<file path="src/rtl/fetch_unit_pkg.sv">
// Shared encodings for the fetch stage: special instruction words, FSM states,
// fault causes and default memory geometry.
package fetch_unit_pkg;

  localparam logic [31:0] NOP_INSTR        = 32'h0000_0013;
  localparam logic [31:0] EBREAK_INSTR     = 32'h0010_0073;
  localparam logic [31:0] DEFAULT_RESET_PC = 32'h0000_0000;
  localparam int unsigned MEM_SIZE         = 1024;

  typedef enum logic [1:0] {
    ST_BOOT  = 2'b00,
    ST_RUN   = 2'b01,
    ST_HALT  = 2'b10,
    ST_FAULT = 2'b11
  } state_t;

  typedef enum logic [1:0] {
    CAUSE_NONE     = 2'b00,
    CAUSE_MISALIGN = 2'b01,
    CAUSE_RANGE    = 2'b10
  } cause_t;

endpackage

</file>
<file path="src/rtl/fetch_unit_next_pc_sel.sv">
// Next-PC priority mux (Stall > Jump > Branch > PC+4) with alignment and
// instruction-memory bounds check on the selected candidate.
module fetch_unit_next_pc_sel
  import fetch_unit_pkg::*;
#(
  parameter int unsigned IMEM_SIZE = MEM_SIZE
) (
  input  logic [31:0] pc,
  input  logic        stall,
  input  logic        jump,
  input  logic [31:0] jump_target,
  input  logic        branch_taken,
  input  logic [31:0] branch_target,
  output logic [31:0] npc,
  output logic        npc_fault,
  output cause_t      npc_cause
);

  localparam logic [31:0] LAST_WORD = 32'(IMEM_SIZE - 4);

  always_comb begin
    npc = pc + 32'd4;
    if (stall) begin
      npc = pc;
    end else if (jump) begin
      npc = jump_target;
    end else if (branch_taken) begin
      npc = branch_target;
    end
  end

  // Misalignment is reported ahead of range when a target is both.
  always_comb begin
    npc_fault = 1'b0;
    npc_cause = CAUSE_NONE;
    if (npc[1:0] != 2'b00) begin
      npc_fault = 1'b1;
      npc_cause = CAUSE_MISALIGN;
    end else if (npc > LAST_WORD) begin
      npc_fault = 1'b1;
      npc_cause = CAUSE_RANGE;
    end
  end

endmodule

</file>
<file path="src/rtl/fetch_unit.sv">
// Fetch stage: PC register, BOOT/RUN/HALT/FAULT control, fault latch and
// retire counter. Instruction is the only combinational path from an input.
module fetch_unit
  import fetch_unit_pkg::*;
#(
  parameter logic [31:0] RESET_PC  = DEFAULT_RESET_PC,
  parameter int unsigned IMEM_SIZE = MEM_SIZE
) (
  input  logic        clk,
  input  logic        reset,
  input  logic        Stall,
  input  logic        BranchTaken,
  input  logic [31:0] BranchTarget,
  input  logic        Jump,
  input  logic [31:0] JumpTarget,
  input  logic [31:0] ReadInstruction,
  output logic [31:0] InstructionAddress,
  output logic [31:0] PC,
  output logic [31:0] PCPlus4,
  output logic [31:0] Instruction,
  output logic        Valid,
  output logic        Halted,
  output logic        Fault,
  output logic [1:0]  FaultCause,
  output logic [31:0] FaultPC,
  output logic [31:0] RetireCount
);

  state_t      state, state_nxt;
  logic [31:0] pc, pc_nxt;
  logic [31:0] fault_pc, fault_pc_nxt;
  logic [31:0] retire, retire_nxt;
  cause_t      cause, cause_nxt;
  logic [31:0] npc;
  logic        npc_fault;
  cause_t      npc_cause;

  fetch_unit_next_pc_sel #(
    .IMEM_SIZE(IMEM_SIZE)
  ) u_next_pc_sel (
    .pc           (pc),
    .stall        (Stall),
    .jump         (Jump),
    .jump_target  (JumpTarget),
    .branch_taken (BranchTaken),
    .branch_target(BranchTarget),
    .npc          (npc),
    .npc_fault    (npc_fault),
    .npc_cause    (npc_cause)
  );

  always_ff @(posedge clk) begin
    if (reset) begin
      state    <= ST_BOOT;
      pc       <= RESET_PC;
      cause    <= CAUSE_NONE;
      fault_pc <= 32'd0;
      retire   <= 32'd0;
    end else begin
      state    <= state_nxt;
      pc       <= pc_nxt;
      cause    <= cause_nxt;
      fault_pc <= fault_pc_nxt;
      retire   <= retire_nxt;
    end
  end

  always_comb begin
    state_nxt    = state;
    pc_nxt       = pc;
    cause_nxt    = cause;
    fault_pc_nxt = fault_pc;
    retire_nxt   = retire;
    case (state)
      ST_BOOT: state_nxt = ST_RUN;
      ST_RUN: begin
        if (!Stall) begin
          // Both EBREAK and a faulting instruction have executed, so they retire.
          retire_nxt = retire + 32'd1;
          if (ReadInstruction == EBREAK_INSTR) begin
            state_nxt = ST_HALT;
          end else if (npc_fault) begin
            state_nxt    = ST_FAULT;
            cause_nxt    = npc_cause;
            fault_pc_nxt = pc;
          end else begin
            pc_nxt = npc;
          end
        end
      end
      default: ;
    endcase
  end

  assign InstructionAddress = pc;
  assign PC                 = pc;
  assign PCPlus4            = pc + 32'd4;
  assign Valid              = (state == ST_RUN);
  assign Halted             = (state == ST_HALT);
  assign Fault              = (state == ST_FAULT);
  assign FaultCause         = cause;
  assign FaultPC            = fault_pc;
  assign RetireCount        = retire;
  assign Instruction        = Valid ? ReadInstruction : NOP_INSTR;

endmodule
</file>
<file path="config.mk">
export PLATFORM = sky130hd
export DESIGN_NAME = fetch_unit
export DESIGN_NICKNAME = d
export VERILOG_FILES = /design/src/rtl/fetch_unit_pkg.sv /design/src/rtl/fetch_unit_next_pc_sel.sv /design/src/rtl/fetch_unit.sv
export SDC_FILE = /design/constraint.sdc
export NUM_CORES = 1
export LEC_CHECK = 0
export CAP_MARGIN = 20
export CELL_PAD_IN_SITES_DETAIL_PLACEMENT = 1
export CELL_PAD_IN_SITES_GLOBAL_PLACEMENT = 2
export CORE_ASPECT_RATIO = 0.8
export CORE_MARGIN = 5
export CORE_UTILIZATION = 24
export CTS_BUF_LIST = sky130_fd_sc_hd__clkbuf_8
export CTS_CLUSTER_SIZE = 28
export DETAILED_ROUTE_END_ITERATION = 10
export PLACE_DENSITY_LB_ADDON = 0.1
export SKIP_LAST_GASP = 1
export SYNTH_ARGS = -nofsm -noshare
export SYNTH_HDL_FRONTEND = slang
export SYNTH_SLANG_ARGS = --single-unit
</file>
<file path="constraint.sdc">
create_clock -name clk -period 7.15 [get_ports clk]
set_clock_uncertainty 0.2 [all_clocks]
set_input_delay 1.43 -clock clk [delete_from_list [all_inputs] [get_ports clk]]
set_output_delay 1.43 -clock clk [all_outputs]
set_load 0.1 [all_outputs]
</file>
* Yosys cells after proc, flatten, opt, wreduce, memory -nomap -nowiden
Index checks and enable logic that the tools add are counted.
** Storage, ports and cells
- Register bits :: 100
- Input bits :: 101
- Output and inout port bits :: 197
** Cells by class
- $add $sub $neg :: 2
- Order comparisons :: 1
- Equal/unequal tests :: 6
- Mux-type cells :: 12
- Bitwise operators :: 3
- Reductions and logical operators :: 7
** Operator list (number)
- 32-bit 2-to-1 mux :: 4
- 32-bit by 1-bit adder with 32-bit output (second input constant) :: 1
- 32-bit by 3-bit adder with 32-bit output (second input constant) :: 1
- 32-bit by 21-bit == test with 1-bit output (second input constant) :: 1
- 32-bit by 10-bit greater-than comparator with 1-bit output (second input constant) :: 1
- 2-bit 2-to-1 mux :: 5
- 4-bit AND reduction :: 2
- 2-bit == test (second input constant) :: 2
- 2-bit one-hot mux with 2 select lines :: 1
- 2-bit nonzero test :: 2
- 3-bit by 1-bit != test with 1-bit output (second input constant) :: 1
- 1-bit NOT :: 3
- 3-bit AND reduction :: 1
- 2-bit by 1-bit == test with 1-bit output (second input constant) :: 1
- 2-bit zero test :: 1
- 1-bit 2-to-1 mux :: 2
- 2-bit != test (second input constant) :: 1
- 2-bit AND reduction :: 1

* Longest topological paths before layout
Gate-level depths: netlist of run 1.
- Depth in word-level cells :: 11
- Depth in mapped cells :: 12
- Depth with buffers taken out :: 9

* Cells and area by module
A second synthesis of run 1 with hierarchy kept.
** Second synthesis, totals
- Cells, all modules :: 941
- Area, all modules :: 7551.0 um2
** By module, submodules not included
- fetch_unit :: times used 1, cells each 613, area an instance 5470.2 um2, seq. area each 2001.9 um2
- fetch_unit_next_pc_sel :: times used 1, cells each 328, area an instance 2080.7 um2, seq. area each 0.0 um2

* Worst setup path before layout of run 1
OpenSTA, ideal clock, no wires.
- Kind :: reg2out
- Start point :: register pc[12] (netlist: InstructionAddress[12])
- End point :: output PCPlus4[31]
- Arrival :: 4.249 ns
- Required time :: 5.520 ns
- Slack :: 1.271 ns
- Stages on the path, launching flop included :: 7
- Buffers on the path :: 2
- Cell sequence :: dfxtp_1 > buf_4 > nand3_1 > or4_1 > buf_2 > or4_4 > xnor2_1
** Between the ends
- Word-level cells in the longest chain between the ends :: 1
** Ends and longest elaborated chain
- from (decl) :: RTL line fetch_unit.sv:30 : logic [31:0] pc, pc_nxt;
- from (signal assigned) :: RTL line fetch_unit.sv:61 : pc <= pc_nxt;
- 32-bit by 3-bit adder with 32-bit output :: RTL line fetch_unit.sv:97 : assign PCPlus4 = pc + 32'd4;
- to (decl) :: RTL line fetch_unit.sv:19 : output logic [31:0] PCPlus4,
No other way between the ends.

* Final worst setup path of run 1
- Start point :: register pc[10] (netlist: InstructionAddress[10])
- End point :: output PCPlus4[31]
The elaborated chain is that of the path after synthesis.

==> results of run 1 <==
[power by group]
part           internal, mW  switching [mW]
sequential            0.559         0.00304
clock                 0.167           0.216
combinational         0.107           0.194
total                 0.833           0.414
[layout by cell type, fill, tap and decap left out, types with 5 or more instances in the layout]
cell and count:
nand3_1 25, inv_1 14, buf_4 16, or3_1 16, dfxtp_1 100, nand4_1 20, nor2_1 66, nand2b_1 10
and3_1 10, nand2_1 115, nor3_1 24, o21ai_0 27, nor2b_1 5, a31oi_1 7, nor4_1 17, xor2_1 28
or2_2 6, and2_1 52, a22oi_1 6, or4_1 5, o22ai_1 6, xnor2_1 20, clkbuf_8 9, and4_1 7
a211oi_1 5, mux2i_1 37, nand3b_1 7, clkdlybuf4s50_1 296, a21oi_1 31
[kinds of logic (layout without fill, tap and decap cells)]
kind of cell             after synthesis  after routing  synth area share (%)
AND/OR/NAND/NOR                      402            402                  33.0
AO/OA/AOI/OAI                        132            132                  14.0
buffers and inverters                111            345                  8.74
flip-flops                           100            100                  31.4
XOR/XNOR                              48             48                  6.60
multiplexers                          37             37                  5.81
adder cells (fa/ha/maj)                2              2                 0.393
[metal layers]
metal / part of all wire [%] / up-vias
li1: - / 3353
met1: 47 / 3371
met2: 44 / 275
met3: 8.2 / 14
met4: 0.63 / 0
met5: 0 / -
[registers in the layout, summed over array words and instances, names as in the netlist]
register	count
FaultCause	2
RetireCount	32
InstructionAddress	32
FaultPC	32
state	2
[worst max-delay path: stages (launching register included)]
cell	delay, ns
dfxtp_1	0.77
nand3_1	0.45
or4_1	0.93
or4_4	0.66
xnor2_1	0.16
clkdlybuf4s50_1	1.17
[worst max-delay path by stage]
stage	start	endpoint	slack, ns	cells past startpoint
global placement	InstructionAddress[10]	PCPlus4[31]	1.42	5
floorplan	InstructionAddress[12]	PCPlus4[31]	1.27	6
CTS	InstructionAddress[10]	PCPlus4[31]	0.97	5
global route	InstructionAddress[10]	PCPlus4[31]	0.76	5
finish	InstructionAddress[10]	PCPlus4[31]	1.00	5
detailed placement	InstructionAddress[10]	PCPlus4[31]	1.43	5
[area by class of cell]
cell class                      instances  share of cell area (%)
Clock buffer                            9                    1.28
Clock inverter                          7                   0.830
Inverter                               15                   0.584
Multi-Input combinational cell        621                    39.7
Sequential cell                       100                    20.8
Tap cell                              357                    4.63
Timing Repair Buffer                  314                    32.2
[metrics by stage]
step | worst slack [ns] | cells | cell area, µm² | power, mW
final | 1.00 | 1423 | 9640 | 1.25
after global routing | 0.760 | 1423 | 9640 | 1.31
after CTS | 0.972 | 1421 | 9620 | 1.27
after detailed placement | 1.43 | 1405 | 9410 | 0.875
after global placement | 1.42 | 1405 | 9410 | 0.876
after floorplan | 1.27 | 832 | 6370 | 0.759
==> flow_summary.json, run 1 <==
{
  "htreeDepth": 3,
  "grt_pass1_wl_um": 45200,
  "yosys-top-cells-area": "dfxtp_1 (31%), nand2_1 (6.8%), mux2i_1 (5.8%), and2_1 (5.1%), buf_4 (4.2%)",
  "ctsHoldBuffers": 0,
  "rows": 53,
  "reg2reg_from": "InstructionAddress[10]",
  "finalSetupViolations": 0,
  "worstSetupEndpointType": "primary output",
  "start_kind": "flip-flop",
  "grt_max_degree": 67,
  "diodes": 0,
  "hpwl_um": 23500,
  "post_drt_wl_per_cell_um": 20.9,
  "cts.path.max_buffers": 2,
  "crit_type": "flip-flop to primary output",
  "yosys.area.top_type": "dfxtp_1",
  "yosysSeqAreaShare_pct": 31.4,
  "die_area_um2": 29900,
  "hold_depth": 2,
  "min_from": "FaultPC[29]",
  "p_per_area_nw_per_um2": 129,
  "reg2reg_depth": 8,
  "firstDrtPassIters": 5,
  "min_period_ns": 6.15,
  "fmax_ghz": 0.163,
  "io_pins": 298,
  "via_per_inst": 4.93,
  "multiInputGateArea_um2": 3830,
  "synthFlopType": "dfxtp_1",
  "cts_buffers": 9,
  "grtUsageTotal_pct": 19.3,
  "syn_area_um2": 6370,
  "synth_cell_types": 67,
  "ys_warn_count": 0,
  "clkSinkCount": 100,
  "overflow": 0,
  "cp.required_ns": 5.52,
  "path_clk_slew_ns": 0.10,
  "insertion_delay_ns": 0.37,
  "maxCapViolCount": 0,
  "first_iter_violations": 369,
  "nets": 1164,
  "maxSlewViolCount": 0,
  "antenna_found_initial": 0,
  "relSlewSlack_pct": 28.7,
  "yosys.area.top_type_share_pct": 31.4,
  "die_h_um": 156,
  "grtUsageMet2_pct": 30.8,
  "path_max_fanout": 18,
  "fill_cells": 3145,
  "r2r_end": "InstructionAddress[4]",
  "finalSetupTns_ns": 0,
  "min_to": "FaultPC[29]",
  "rrSetupSlack_ns": 1.90,
  "initial_core_util_pct": 24.3,
  "postCtsSetupBuffers": 0,
  "power_leakage_nw": 3.30,
  "final_antenna_net_count": 0,
  "core_area_um2": 26200,
  "area_growth_pct": 51.3,
  "yosysMostFrequentCell": "nand2_1",
  "cts_tree": "done",
  "synth_edf_count": 0,
  "final-hold-violation-count": 0,
  "synthArstFlopShare_pct": 0,
  "grt_use_met1_pct": 26.8,
  "ir_drop_uv": 85.4,
  "grt_util_met3_pct": 5.39,
  "worst_pin_slew_ns": 1.07,
  "final_util_pct": 36.8,
  "hold_path.class": "flip-flop to flip-flop",
  "hold_ws_ns": 0.264,
  "clockRootBuffer": "clkbuf_8",
  "num_vias": 7013,
  "busiest_layer": "met2",
  "cts_resized": 0,
  "drive_gt1_share_pct": 4.69,
  "status": "finished, final reports clean",
  "gp_congestion": 0.867,
  "synth_cells": 832,
  "first_global_vias": 7272,
  "synth_seq_cells": 100,
  "die_w_um": 192,
  "period_share_pct": 86.0,
  "drc": 0,
  "cp_data_arrival_time_ns": 4.52,
  "totalWireLength_um": 29800,
  "syn-num-nets": 935,
  "rsz0062_at_grt": "false",
  "synth_common_cells": "nand2_1 (115), dfxtp_1 (100), nor2_1 (67), and2_1 (52), clkbuf_1 (51)",
  "seqCellArea_um2": 2000,
  "io_buffers": 297,
  "syn_avg_cell_area_um2": 7.66
}
(Power assumes the default switching activity.)
==> run 2, diff against run 1 <==
- CTS_CLUSTER_SIZE: 28 -> 25
- GPL_TIMING_DRIVEN: not set -> 0
==> run 2 against run 1 <==
  * Cell count increased by 5.5%
  * Largest cell class unchanged
  * Highest routed layer unchanged
  * Sequential power is essentially flat
  * Critical endpoint is now FaultPC[10]
  * Routed wire length grew 4.7%
  * Largest power group unchanged
  * Global-route usage rose by 1.0 points
  * Worst hold slack is essentially flat
  * Clock power shrank 3%
==> flow_summary.json, run 2 (synthesis gave the netlist of run 1 again) <==
{
  "final_cell_mix": "clkdlybuf4s50_1 (296), nand2_1 (115), dfxtp_1 (100)",
  "io_buffers": 296,
  "finalSetupTns_ns": 0,
  "r2r_end": "FaultPC[10]",
  "final_antenna_net_count": 0,
  "die_area_um2": 29900,
  "first_global_vias": 7735,
  "postCtsSetupBuffers": 0,
  "p_per_area_nw_per_um2": 124,
  "cts.path.max_buffers": 2,
  "hold_path.class": "flip-flop to flip-flop",
  "min_from": "FaultPC[1]",
  "initial_core_util_pct": 24.3,
  "min_period_ns": 6.00,
  "worst_slack_ns": 1.15,
  "cts_buffers": 9,
  "crit_chain": "clkdlybuf4s50_1 > clkbuf_1 > clkbuf_1 > clkbuf_1 > a22oi_1 > a211oi_1 > o2111a_1 > nand4_1 > nor4_4 > a21oi_1 > buf_1 > mux2i_1",
  "drc": 0,
  "crit_type": "input pin to flip-flop",
  "period_share_pct": 83.9,
  "critPathMaxStageDelay_ns": 0.74,
  "crit_slowest_cell": "nor4_4",
  "io_pins": 298,
  "via_per_inst": 4.90,
  "cts_tree": "done",
  "ctsHoldBuffers": 0,
  "fill_cells": 3183,
  "num_vias": 7355,
  "min_to": "FaultPC[1]",
  "drive_gt1_share_pct": 6.03,
  "clockRootBuffer": "clkbuf_8",
  "cts_resized": 0,
  "overflow": 0,
  "worst_pin_slew_ns": 1.07,
  "dpl_cell_area_um2": 9780,
  "area_growth_pct": 56.5,
  "htreeDepth": 3,
  "maxCapViolCount": 0,
  "crit_path_frequent_cell": "clkbuf_1",
  "post_drt_wl_per_cell_um": 20.8,
  "finalNonFillerCells": 1501,
  "final_common_cell": "clkdlybuf4s50_1",
  "final_util_pct": 38.1,
  "nets": 1242,
  "gp_congestion": 0.873,
  "reg2reg_from": "InstructionAddress[14]",
  "post-place-ws_ns": 0.780,
  "core_area_um2": 26200,
  "maxSlewViolCount": 0,
  "hpwl_um": 25200,
  "antenna_found_initial": 0,
  "reg2reg_depth": 12,
  "status": "finished, final reports clean",
  "grtUsageTotal_pct": 20.3,
  "cp.required_ns": 7.18,
  "worstSetupEndpointType": "flip-flop",
  "rsz0062_at_grt": "false",
  "placedCellCount": 1485,
  "start_kind": "input pin",
  "path_max_fanout": 10,
  "die_w_um": 192,
  "first_iter_violations": 413,
  "die_h_um": 156,
  "final-hold-violation-count": 0,
  "firstDrtPassIters": 5,
  "clkSinkCount": 100,
  "rows": 53,
  "fmax_ghz": 0.167,
  "totalWireLength_um": 31200,
  "fin_area_um2": 9970,
  "ir_drop_uv": 70.8,
  "power_leakage_nw": 3.48,
  "diodes": 0,
  "relSlewSlack_pct": 28.7,
  "hold_depth": 2,
  "rrSetupSlack_ns": 2.03,
  "insertion_delay_ns": 0.39,
  "grt_max_degree": 19,
  "path_clk_slew_ns": 0.11,
  "grt_pass1_wl_um": 47200,
  "cp_data_arrival_time_ns": 6.03,
  "finalSetupViolations": 0
}
[run 2: changes by cell type in the layout (fill, tap and decap cells not counted), moves of 2 or more]
cell | previous run | this run
buf_4 | 16 | 36
clkbuf_1 | 0 | 51
inv_8 | 0 | 2
buf_1 | 0 | 5
buf_2 | 1 | 4
inv_6 | 4 | 2
[run 2: routing by layer]
layer  vias up  track usage, %  share of wire (%)
li1       3511               -                  -
met1      3531            27.9                 46
met2       281            32.0                 43
met3        32            6.09                9.1
met4         0            3.73                1.4
met5         -               0                  0
[run 2: worst max path at each step]
stage / startpoint / to / slack [ns] / cells after the start
global placement: Stall / FaultPC[15] / 0.85 / 12
floorplan: InstructionAddress[12] / PCPlus4[31] / 1.27 / 6
finish: Stall / FaultPC[10] / 1.15 / 12
detailed placement: Stall / FaultPC[12] / 0.78 / 12
global route: Stall / InstructionAddress[27] / 0.96 / 12
CTS: InstructionAddress[14] / PCPlus4[23] / 1.13 / 8
[run 2: area by class of cell]
class / instances / area, µm² / share of cell area [%]
Buffer: 96 / 500 / 5.02
Timing Repair Buffer: 296 / 2960 / 29.7
Inverter: 15 / 56.3 / 0.565
Clock inverter: 6 / 52.6 / 0.527
Sequential cell: 100 / 2000 / 20.1
Clock buffer: 10 / 138 / 1.38
Multi-Input combinational cell: 621 / 3810 / 38.2
Tap cell: 357 / 447 / 4.48
[run 2: worst max-delay path: cells and delay by family]
family                 cells  cell delay, ns
AO/OA/AOI/OAI              4            1.03
AND/OR/NAND/NOR            2            0.90
buffers and inverters      5            2.43
multiplexers               1            0.22
[run 2: power breakdown]
part	internal (mW)	switching [mW]	total, mW
sequential	0.559	0.00254	0.562
combinational	0.107	0.201	0.307
clock	0.143	0.229	0.372
[run 2: metrics by stage]
step | power (mW) | hold slack (ns)
floorplan | 0.759 | 0.326
global placement | 0.882 | 0.243
detailed placement | 0.883 | 0.247
CTS | 1.26 | 0.270
global route | 1.30 | 0.284
finish | 1.24 | 0.264
==> run 3, diff against run 2 <==
- CORE_UTILIZATION: 24 -> 20
- clock period: 7.15 -> 5.5 ns (I/O delays scaled with it)
==> run 3 against run 2 <==
  * Via count decreased by 0.99%
  * Sequential cell count unchanged
  * Power is 35% higher
  * Critical path type is now flip-flop to primary output
==> flow_summary.json, run 3 (synthesis gave the netlist of run 1 again) <==
{
  "path_max_fanout": 10,
  "cp.required_ns": 4.20,
  "first_iter_violations": 314,
  "final_antenna_net_count": 0,
  "routed-wl-met3_um": 1960,
  "cp_data_arrival_time_ns": 4.03,
  "maxCapViolCount": 0,
  "initial_core_util_pct": 20.3,
  "area_growth_pct": 58.2,
  "finalSetupTns_ns": 0,
  "gp_congestion": 0.821,
  "finalNonFillerCells": 1565,
  "clkSinkCount": 100,
  "io_buffers": 296,
  "pwr-share-clk_pct": 32.8,
  "wl_met2_um": 14100,
  "rsz0062_at_grt": "false",
  "switching_power_mw": 0.544,
  "relSlewSlack_pct": 27.8,
  "min_period_ns": 5.33,
  "die_h_um": 170,
  "core_area_um2": 31400,
  "hold_depth": 2,
  "fill_cells": 3777,
  "status": "finished, final reports clean",
  "fmax_ghz": 0.188,
  "dpl_cell_area_um2": 9870,
  "cts_tree": "done",
  "num_vias": 7282,
  "final_util_pct": 32.1,
  "wl_met1_um": 16000,
  "ir_drop_uv": 103,
  "die_area_um2": 35600,
  "period_share_pct": 96.9,
  "clockRootBuffer": "clkbuf_8",
  "cts.path.max_buffers": 2,
  "critPathMaxStageDelay_ns": 1.16,
  "p_comb_share_pct": 23.7,
  "p_per_area_nw_per_um2": 167,
  "path_delay_family": "buffers and inverters",
  "worst_slack_ns": 0.172,
  "final_common_cell": "clkdlybuf4s50_1",
  "maxSlewViolCount": 0,
  "overflow": 0,
  "finalSetupViolations": 0,
  "totalWireLength_um": 32100,
  "die_w_um": 210,
  "nets": 1243,
  "p_int_mw": 1.13,
  "htreeDepth": 3,
  "crit_slowest_cell": "clkdlybuf4s50_1",
  "grt_pass1_wl_um": 48000,
  "hpwl_um": 26000,
  "cts_buffers": 9,
  "drc": 0,
  "start_kind": "flip-flop",
  "fin_area_um2": 10100,
  "insertion_delay_ns": 0.38,
  "routed.top_layer": "met4",
  "hold_path.class": "flip-flop to flip-flop",
  "diodes": 0,
  "worstSetupEndpointType": "primary output",
  "crit_chain": "ha_1 > nand3_1 > nor2_1 > and3_1 > xor2_1 > clkdlybuf4s50_1",
  "crit_type": "flip-flop to primary output",
  "placedCellCount": 1548,
  "grtUsageTotal_pct": 17.3,
  "post_drt_wl_per_cell_um": 20.5,
  "firstDrtPassIters": 5,
  "grt_max_degree": 17,
  "p_sw_share_pct": 32.4,
  "crit_cells": 6,
  "rows": 58,
  "first_global_vias": 7734,
  "worst_pin_slew_ns": 1.08,
  "seqPwrFrac_pct": 43.5,
  "ctsHoldBuffers": 0,
  "path_clk_slew_ns": 0.10,
  "post-place-ws_ns": -0.530,
  "final-hold-violation-count": 0,
  "antenna_found_initial": 0,
  "reg2reg_depth": 10,
  "power_leakage_nw": 3.60,
  "final_cell_mix": "clkdlybuf4s50_1 (283), nand2_1 (115), dfxtp_1 (100)",
  "io_pins": 298,
  "drive_gt1_share_pct": 6.99,
  "crit_buf_inv": 1,
  "via_per_inst": 4.65
}
[run 3: cell types whose count changed in the layout (fill, tap and decap cells not counted), sizes merged, moves of 2 or more]
cell	before	now
clkdlybuf4s50	296	283
clkbuf	61	69
dlygate4sd2	0	5
bufinv	0	2
dlymetal6s2s	0	2
inv	19	17
[run 3: cell type report]
cell class	instances	area (µm²)	area share, %
Timing Repair Buffer	297	2940	29.2
Clock inverter	6	86.3	0.857
Sequential cell	100	2000	19.9
Multi-Input combinational cell	621	3830	38.0
Clock buffer	10	138	1.37
Inverter	15	56.3	0.559
Tap cell	420	526	5.21
Buffer	96	504	5.00
[run 3: routing by layer]
metal  vias up  GRT usage [%]
met3        12           4.62
met5         -              0
li1       3517              -
met2       218           27.3
met1      3535           24.7
met4         0           1.90
[run 3: worst paths after layout]
kind                    startpoint                     to  slack (ns)
max reg2reg  InstructionAddress[3]  InstructionAddress[2]        0.40
min                     FaultPC[4]             FaultPC[4]        0.26
min reg2reg             FaultPC[4]             FaultPC[4]        0.26
max          InstructionAddress[3]            PCPlus4[20]        0.17
[run 3: power groups by stage]
stage,clock (mW),combinational [mW],sequential [mW]
5_1_grt,0.606,0.422,0.731
4_1_cts,0.577,0.402,0.730
6_report,0.550,0.398,0.730
3_3_place_gp,0,0.402,0.747
2_1_floorplan,0,0.227,0.760
3_5_place_dp,0,0.401,0.747
[run 3: worst reg2reg max path, stage by stage (launching register included)]
cell and delay (ns):
dfxtp_1 0.70, ha_1 0.58, nand3_1 0.24, nor4_1 0.86
a31oi_1 0.27, nand2b_1 0.21, nor4_1 0.50, or4bb_1 0.53
clkbuf_1 0.24, or4_1 0.55, a21oi_1 0.15
[run 3: through the flow]
step,hold slack [ns],total power [mW]
2_1_floorplan,0.326,0.986
3_3_place_gp,0.244,1.15
3_5_place_dp,0.249,1.15
4_1_cts,0.267,1.71
5_1_grt,0.282,1.76
6_report,0.262,1.68
[run 3: what timing repair did]
action,CTS,global route
buffers inserted,0,1
pin swaps,0,1
gates resized for setup,12,19
endpoints found under the hold margin,0,0
endpoints found under the setup margin,51,49
